File: src/rtl/led_pattern_ctrl.sv
// led_pattern_ctrl: 8-LED pattern sequencer with programmable tick prescaler,
// run/step control and four pattern modes (bounce, chase, fill, blink).
// Optional feature: define LED_PATTERN_CTRL_WRAP_EN to enable the wrap pulse
// on pattern-cycle completion; otherwise wrap is tied low.
module led_pattern_ctrl #(
  parameter int unsigned DIV_W       = 8,
  parameter int unsigned DEFAULT_DIV = 4
) (
  input  logic             clk,
  input  logic             reset_n,
  input  logic             run,
  input  logic             step,
  input  logic [1:0]       mode,
  input  logic             div_load,
  input  logic [DIV_W-1:0] div_val,
  output logic [7:0]       led,
  output logic             tick,
  output logic             wrap
);

  typedef enum logic [1:0] {
    MODE_BOUNCE = 2'd0,
    MODE_CHASE  = 2'd1,
    MODE_FILL   = 2'd2,
    MODE_BLINK  = 2'd3
  } mode_t;

  mode_t            mode_q;
  mode_t            mode_in;
  logic [DIV_W-1:0] div_q;
  logic [DIV_W-1:0] cnt;
  logic [DIV_W-1:0] cnt_nxt;
  logic [3:0]       pos;
  logic [3:0]       pos_nxt;
  logic [3:0]       pos_adv;
  logic             dir;
  logic             dir_nxt;
  logic             dir_adv;
  logic             restart;
  logic             advance;

  assign mode_in = mode_t'(mode);
  assign restart = (mode_in != mode_q);

  // LED image for a given mode and position
  function automatic logic [7:0] pattern(input mode_t m, input logic [3:0] p);
    logic [7:0] r;
    case (m)
      MODE_FILL:  r = ~(8'hFF >> p);
      MODE_BLINK: r = p[0] ? 8'hFF : 8'h00;
      default:    r = 8'h80 >> p;
    endcase
    return r;
  endfunction

  // Next pattern position/direction if an advance fires this cycle
  always_comb begin
    pos_adv = pos;
    dir_adv = dir;
    case (mode_q)
      MODE_BOUNCE: begin
        if (!dir) begin
          if (pos == 4'd7) begin
            pos_adv = 4'd6;
            dir_adv = 1'b1;
          end else begin
            pos_adv = pos + 4'd1;
          end
        end else begin
          if (pos == 4'd0) begin
            pos_adv = 4'd1;
            dir_adv = 1'b0;
          end else begin
            pos_adv = pos - 4'd1;
          end
        end
      end
      MODE_CHASE: pos_adv = {1'b0, pos[2:0] + 3'd1};
      MODE_FILL:  pos_adv = (pos == 4'd8) ? 4'd0 : pos + 4'd1;
      default:    pos_adv = {3'b000, ~pos[0]};
    endcase
  end

  // Prescaler, advance decision and next pattern state; restart beats
  // div_load, which beats advance
  always_comb begin
    advance = 1'b0;
    cnt_nxt = cnt;
    pos_nxt = pos;
    dir_nxt = dir;
    if (restart) begin
      cnt_nxt = '0;
      pos_nxt = 4'd0;
      dir_nxt = 1'b0;
    end else if (div_load) begin
      cnt_nxt = '0;
    end else if (run) begin
      if (cnt == div_q - 1'b1) begin
        advance = 1'b1;
        cnt_nxt = '0;
      end else begin
        cnt_nxt = cnt + 1'b1;
      end
    end else if (step) begin
      advance = 1'b1;
    end
    if (advance) begin
      pos_nxt = pos_adv;
      dir_nxt = dir_adv;
    end
  end

`ifdef LED_PATTERN_CTRL_WRAP_EN
  logic wrap_hit;

  // Advance from the last state of the cycle back to the initial state
  always_comb begin
    case (mode_q)
      MODE_BOUNCE: wrap_hit = dir && (pos == 4'd1);
      MODE_CHASE:  wrap_hit = (pos[2:0] == 3'd7);
      MODE_FILL:   wrap_hit = (pos == 4'd8);
      default:     wrap_hit = pos[0];
    endcase
  end

  // Registered wrap pulse, coincident with tick
  always_ff @(posedge clk or negedge reset_n) begin
    if (!reset_n) wrap <= 1'b0;
    else          wrap <= advance && wrap_hit;
  end
`else
  assign wrap = 1'b0;
`endif

  // State registers and registered outputs
  always_ff @(posedge clk or negedge reset_n) begin
    if (!reset_n) begin
      mode_q <= MODE_BOUNCE;
      div_q  <= DIV_W'(DEFAULT_DIV);
      cnt    <= '0;
      pos    <= 4'd0;
      dir    <= 1'b0;
      led    <= 8'h80;
      tick   <= 1'b0;
    end else begin
      mode_q <= mode_in;
      if (div_load)
        div_q <= (div_val == '0) ? DIV_W'(1) : div_val;
      cnt  <= cnt_nxt;
      pos  <= pos_nxt;
      dir  <= dir_nxt;
      led  <= pattern(restart ? mode_in : mode_q, pos_nxt);
      tick <= advance;
    end
  end

endmodule
File: config.mk
export PLATFORM = sky130hd
export DESIGN_NAME = led_pattern_ctrl
export DESIGN_NICKNAME = d
export VERILOG_FILES = /design/src/rtl/led_pattern_ctrl.sv
export SDC_FILE = /design/constraint.sdc
export NUM_CORES = 1
export LEC_CHECK = 0
export BUFFER_PORTS_ARGS = -buffer_cell sky130_fd_sc_hd__buf_2
export CORE_MARGIN = 2
export CORE_UTILIZATION = 62
export DETAILED_ROUTE_END_ITERATION = 8
export GPL_TIMING_DRIVEN = 0
export PLACE_DENSITY = 0.86
export SLEW_MARGIN = 20
export SYNTH_ARGS = -nofsm -noshare
export SYNTH_HDL_FRONTEND = slang
export SYNTH_SLANG_ARGS = --single-unit
File: constraint.sdc
create_clock -name clk -period 5.1 [get_ports clk]
set_input_delay 1.275 -clock clk [delete_from_list [all_inputs] [get_ports clk]]
set_output_delay 1.275 -clock clk [all_outputs]
set_load 0.02 [all_outputs]
; ---- Yosys cells after proc, flatten, opt, wreduce, memory -nomap -nowiden
; Index checks and enable logic that the tools add are counted.
[word_totals]
romBits = 0
ramBits = 0
elab_cells = 57
latchBits = 0
reg_bits = 32
n_memories = 0
output_inout_bits = 10
in_bits = 15
[op_classes]
order_cmp = 0
n_mul = 0
eq_ne = 9
n_bitwise = 2
mux = 26
addsub = 5
n_shift = 2
div = 0
n_reduce_logical = 6
[ops]
columns = cell, count
row1 = 8-bit 2-to-1 mux, 6
row2 = 4-bit 2-to-1 mux, 6
row3 = 8-bit case mux with 2 select lines, 1
row4 = 8-bit by 4-bit right shift with 8-bit output (first input constant), 2
row5 = 4-bit case mux with 3 select lines, 1
row6 = 1-bit 2-to-1 mux, 11
row7 = 8-bit by 1-bit adder with 8-bit output (second input constant), 1
row8 = 8-bit equality test, 1
row9 = 8-bit logical NOT, 1
row10 = 8-bit NOT, 1
row11 = 8-bit by 1-bit subtractor with 8-bit output (second input constant), 1
row12 = 2-bit equality test (second input constant), 3
row13 = 4-bit by 1-bit adder with 4-bit output (second input constant), 1
row14 = 4-bit by 3-bit equality test with 1-bit output (second input constant), 1
row15 = 4-bit equality test (second input constant), 1
row16 = 4-bit logical NOT, 1
row17 = 4-bit by 1-bit subtractor with 4-bit output (second input constant), 1
row18 = 3-bit by 1-bit adder with 3-bit output (second input constant), 1
row19 = 3-bit nonzero test, 1
row20 = 2-bit by 1-bit equality test with 1-bit output (second input constant), 1
row21 = 2-bit logical NOT, 1
row22 = 2-bit 2-to-1 mux, 1
row23 = 2-bit by 1-bit != test with 1-bit output (second input constant), 1
row24 = 2-bit != test, 1
row25 = other kinds (3), 3

; ---- Depth between registers and ports, before layout
[logic_depth]
ltp_word = 10
depth_mapped = 11
mapped_depth_nobuf = 10

; ---- Least setup slack after synthesis
; No wires, ideal clock.
[synth_timing]
kind = input to register
from = input port mode[0]
to = register led[1]
t_arrival_ps = 2928
cell_stages = 7
setup_ps = 87
n_path_buf = 1
setup_slack_ps = 2086
t_required_ps = 5013
path_cell_list = clkbuf_1 > xor2_1 > nor3_1 > nand3_1 > a22oi_2 > or4b_1 > o211ai_1
[synth_via]
elab_chain_cells = 6
word_cells_on_any_way = 12
classes_between = 3 x eq/ne / 2 x shift / 6 x mux / 1 x bitwise
[synth_rtl]
columns = item, line_no
row1 = "start, declared", 13  ; input logic [1:0] mode,
row2 = 2-bit != test, 43  ; assign restart = (mode_in != mode_q);
row3 = 4-bit 2-to-1 mux / 1-bit 2-to-1 mux (equally long branches), 91  ; if (restart) begin
row4 = 4-bit 2-to-1 mux, 107  ; if (advance) begin
row5 = 8-bit by 4-bit right shift with 8-bit output, 49  ; MODE_FILL: r = ~(8'hFF >> p);
row6 = 8-bit NOT, 49
row7 = 8-bit case mux with 2 select lines *, 48  ; case (m)
row8 = "end signal, assigned", 152  ; led <= pattern(restart ? mode_in : mode_q, pos_nxt);
row9 = "end, declared", 16  ; output logic [7:0] led,
; Every way passes the cells marked *; elsewhere a longest branch is shown, timed or not.
; A chain may end at the register's enable or synchronous reset.

; ---- Worst setup path after layout
[layout_timing]
from = input port mode[0]
to = register led[6]
[layout_via]
elab_chain_cells = 6
word_cells_on_any_way = 12
classes_between = 3 x eq/ne / 2 x shift / 6 x mux / 1 x bitwise
[layout_rtl]
columns = item, line_no
row1 = 2-bit != test *, 43
row2 = 4-bit 2-to-1 mux / 1-bit 2-to-1 mux (equally long branches), 91
row3 = 4-bit 2-to-1 mux *, 107
row4 = net pos_nxt[3], 34  ; logic [3:0] pos_nxt;
row5 = 8-bit by 4-bit right shift with 8-bit output, 49
row6 = 8-bit NOT, 49
row7 = 8-bit case mux with 2 select lines *, 48
; Mark *: on every way through the listed nets, which the timed path passes. The rest lies on a longest branch.

==> reports/results.tsv <==
stage	metric	value	unit
min_path	hold-critical path depth	1	
detailed_routing	DRT antenna net count	0	
min_path	Hold Path Class	reg -> reg	
die	Core ar.	3280	µm²
worst_setup_path	worst-path maximum fanout	10	
detailed_routing	DRC	0	
place	Post-DP HPWL	3230	µm
cts	CTS buffer count	5	
die	row count	21	
place	Area after DPL	2260	µm²
yosys	post-synthesis compound-gate area fraction	0.219	
die	Die Span X	62.1	µm
worst_setup_path	Critical path buffers and inverters	3	
global_routing	gr ovfl total	0	
worst_setup_path	R2R Setup Slk	1.95	ns
yosys	largest family of logic cells by synthesized area	compound AO/OA/AOI/OAI gates	
yosys	sequential share of the synthesized area	0.384	
cts	CTS tree	built	
final_layout	final instance area	2330	µm²
sta	final hold violation count	0	
sta	Slew Limit Fails	0	
cts	CTS clk-pin slew, worst paths	0.10	ns
yosys	top-count cell post-synth	dfrtp_1	
pwr	Lkg Pwr	1.06	nW
place	Placer Congestion	0.791	
worst_setup_path	crit path capture	led[6]	
sta	Max Clock Skew	0.00287	ns
detailed_routing	Routed WL	4330	µm
sta	Rel. slew slack	0.543	
yosys	Post-Syn Instances	224	
sta	Tcrit/Tclk final	0.620	
worst_setup_path	FF-to-FF path depth	11	
die	Ports	25	
yosys	Synth top cells by count	30 x dfrtp_1, 16 x o21ai_0, 15 x nand2_1	
global_routing	first-pass GRT wire length	7720	µm
die	Initial Util	0.638	
yosys	post-synthesis adder-cell area fraction	0.0239	
global_routing	antenna violations before repair	0	
worst_setup_path	CP max stage delay	0.45	ns
cts	CTS sink count	32	
worst_setup_path	worst r2r dst	led[6]	
die	Vert. Die Dim	62.1	µm
yosys	Netlist Area Pre-Place	2090	µm²
cts	Hold-fix buffers, CTS	0	
worst_setup_path	Data arrival, critical path	3.40	ns
worst_setup_path	Worst path depth	9	
sta	Setup violations, final	0	
final_layout	Filler Cell Count	265	
worst_setup_path	CP required	5.34	ns
final_layout	nets@finish	272	
final_layout	multi-input logic area	1180	µm²
sta	RSZ-0062 raised after global routing	no	
status	status	complete, no violations	
worst_setup_path	endpoint class of the critical path	flop	
job	# Max-Cap Violations	0	
cts	htree depth	2	
final_layout	Finished Core Util	0.709	
global_routing	vias in the first global route	1765	
yosys	Yosys top cell area share	0.358	
sta	FMAX	316	MHz
detailed_routing	routed len/inst	14.4	µm
sta	setup TNS	0	ns
yosys	area leader, netlist	dfrtp_1	
worst_setup_path	Worst path slowest cell	o31ai_2	
global_routing	largest net degree at the start of global routing	33	
detailed_routing	number of vias per cell	6.01	
place	PortBufs	22	
yosys	Syn Nets	243	
worst_setup_path	startpoint types	input port	
yosys	Netlist cell types	59	
pwr	Max IR drop VDD	0.170	mV
final_layout	synthesis-to-layout area growth	11.2	%
worst_setup_path	kind of critical path	in -> reg	
die	Die Area	3860	µm²
sta	Tmin final	3.16	ns
cts	Post-CTS Setup Bufs	0	
global_routing	GRT Total Usage	0.250	
detailed_routing	DR vias	1803	
yosys	Synth async-reset ratio	1.00	
worst_setup_path	CP delay by family, top	compound AO/OA/AOI/OAI gates	
yosys	Yosys reg bits	32	
cts	Root Driver	clkbuf_4	
worst_setup_path	reg2reg start	div_q[0]	
worst_setup_path	Setup crit start	mode[0]	
yosys	synthesized area per cell	9.35	µm²
cts	Clk Latency, worst-skew pair	0.34	ns
cts	Clock Path Buffers	2	
sta	Slew @ Worst Pin	0.685	ns
detailed_routing	Initial DRT Pass Iterations	5	
pwr	Cell Pwr Density	215	nW/µm²
yosys	XOR/XNOR share of the synthesized area	0.0627	
yosys	Ys Warns	0	
cts	post_cts resized	0	
yosys	top cells by area, synth	dfrtp_1 36%, xor2_1 4.2%, o21ai_0 3.8%	
final_layout	Antenna Cells	0	
yosys	mux share of post-synthesis cell area	0.0418	
yosys	Synth Area in Simple Gates	0.210	
yosys	number of synthesized flops with an enable pin	0	
final_layout	Reg area	803	µm²
worst_setup_path	critical-path cell list	buf_2, clkbuf_1, xor2_1, nor3_1, nand2_1, o31ai_2, buf_6, a2111oi_0, a221oi_1	
yosys	prevailing post-synth register cell	dfrtp_1	
final_layout	share of layout cells above drive strength 1	0.248	
detailed_routing	Iter 0 DRT Violations	114	
power breakdown:
part	switching, mW	total, mW	internal (mW)
logic	0.0457	0.0752	0.0295
clock network	0.0867	0.152	0.0654
registers	0.00962	0.273	0.263
per-layer routing:
| metal | share of wire | track usage | vias to the layer above |
|---|---|---|---|
| met4 | 0.017 | 0.0944 | 0 |
| met3 | 0.043 | 0.0525 | 9 |
| met2 | 0.51 | 0.443 | 56 |
| met1 | 0.43 | 0.299 | 861 |
| met5 | 0 | 0 | - |
| li1 | - | - | 877 |
how the worst min path moves through the flow:
stage               slack, ns     start        to
floorplan                0.50    cnt[4]    cnt[4]
global placement         0.51  div_q[7]  div_q[7]
detailed placement       0.53    cnt[4]    cnt[4]
CTS                      0.55    cnt[4]    cnt[4]
global route             0.57  div_q[7]  div_q[7]
finish                   0.55    cnt[4]    cnt[4]
layout make-up:
type,instances,share of cell area
buffer,12,0.0290
clock buffer,6,0.0220
clock inverter,2,0.00430
inverter,14,0.0226
multi-input combinational,166,0.505
sequential,32,0.345
tap,46,0.0247
timing repair buffer,22,0.0473
layout by cell type, fill, tap and decap left out, drive strengths merged, types with 5 or more instances in the layout:
master | synthesis | layout
and3 | 6 | 6
mux2 | 6 | 6
clkbuf | 6 | 12
inv | 14 | 14
nor2 | 11 | 11
nand2 | 18 | 18
nand3 | 14 | 14
o211ai | 10 | 10
o21ai | 18 | 18
buf | 6 | 28
a21oi | 10 | 10
xnor2 | 5 | 5
dfrtp | 30 | 30
xor2 | 10 | 10
metrics by stage:
step | total power [mW] | worst slack [ns] | hold WS (ns) | std cells
floorplan | 0.327 | 2.09 | 0.497 | 224
global placement | 0.349 | 1.69 | 0.513 | 292
detailed placement | 0.352 | 1.59 | 0.531 | 292
CTS | 0.502 | 1.95 | 0.550 | 300
global route | 0.523 | 1.70 | 0.570 | 300
finish | 0.500 | 1.94 | 0.551 | 300
cell families after synthesis:
| group | Yosys count |
|---|---|
| and+or+nand+nor | 78 |
| AOI/OAI and AO/OA | 60 |
| DFF | 32 |
| buffers and inverters | 26 |
| xor gates and xnor gates | 15 |
| muxes | 8 |
| adders and majority gates | 4 |
| other | 1 |
state kept, by name (all words and copies together), names as in the netlist:
register	count
cnt	8
dir	1
div_q	8
led	8
mode_q	2
pos	4
tick	1
worst register-to-register path: cells and delay by family (launching register included):
family          cells  cell delay, ns
compound gates      5            1.23
simple gates        3            0.85
flops               1            0.43
buf+inv             2            0.29
fa+ha+maj           1            0.24
Power figures use the tool's default switching activity.
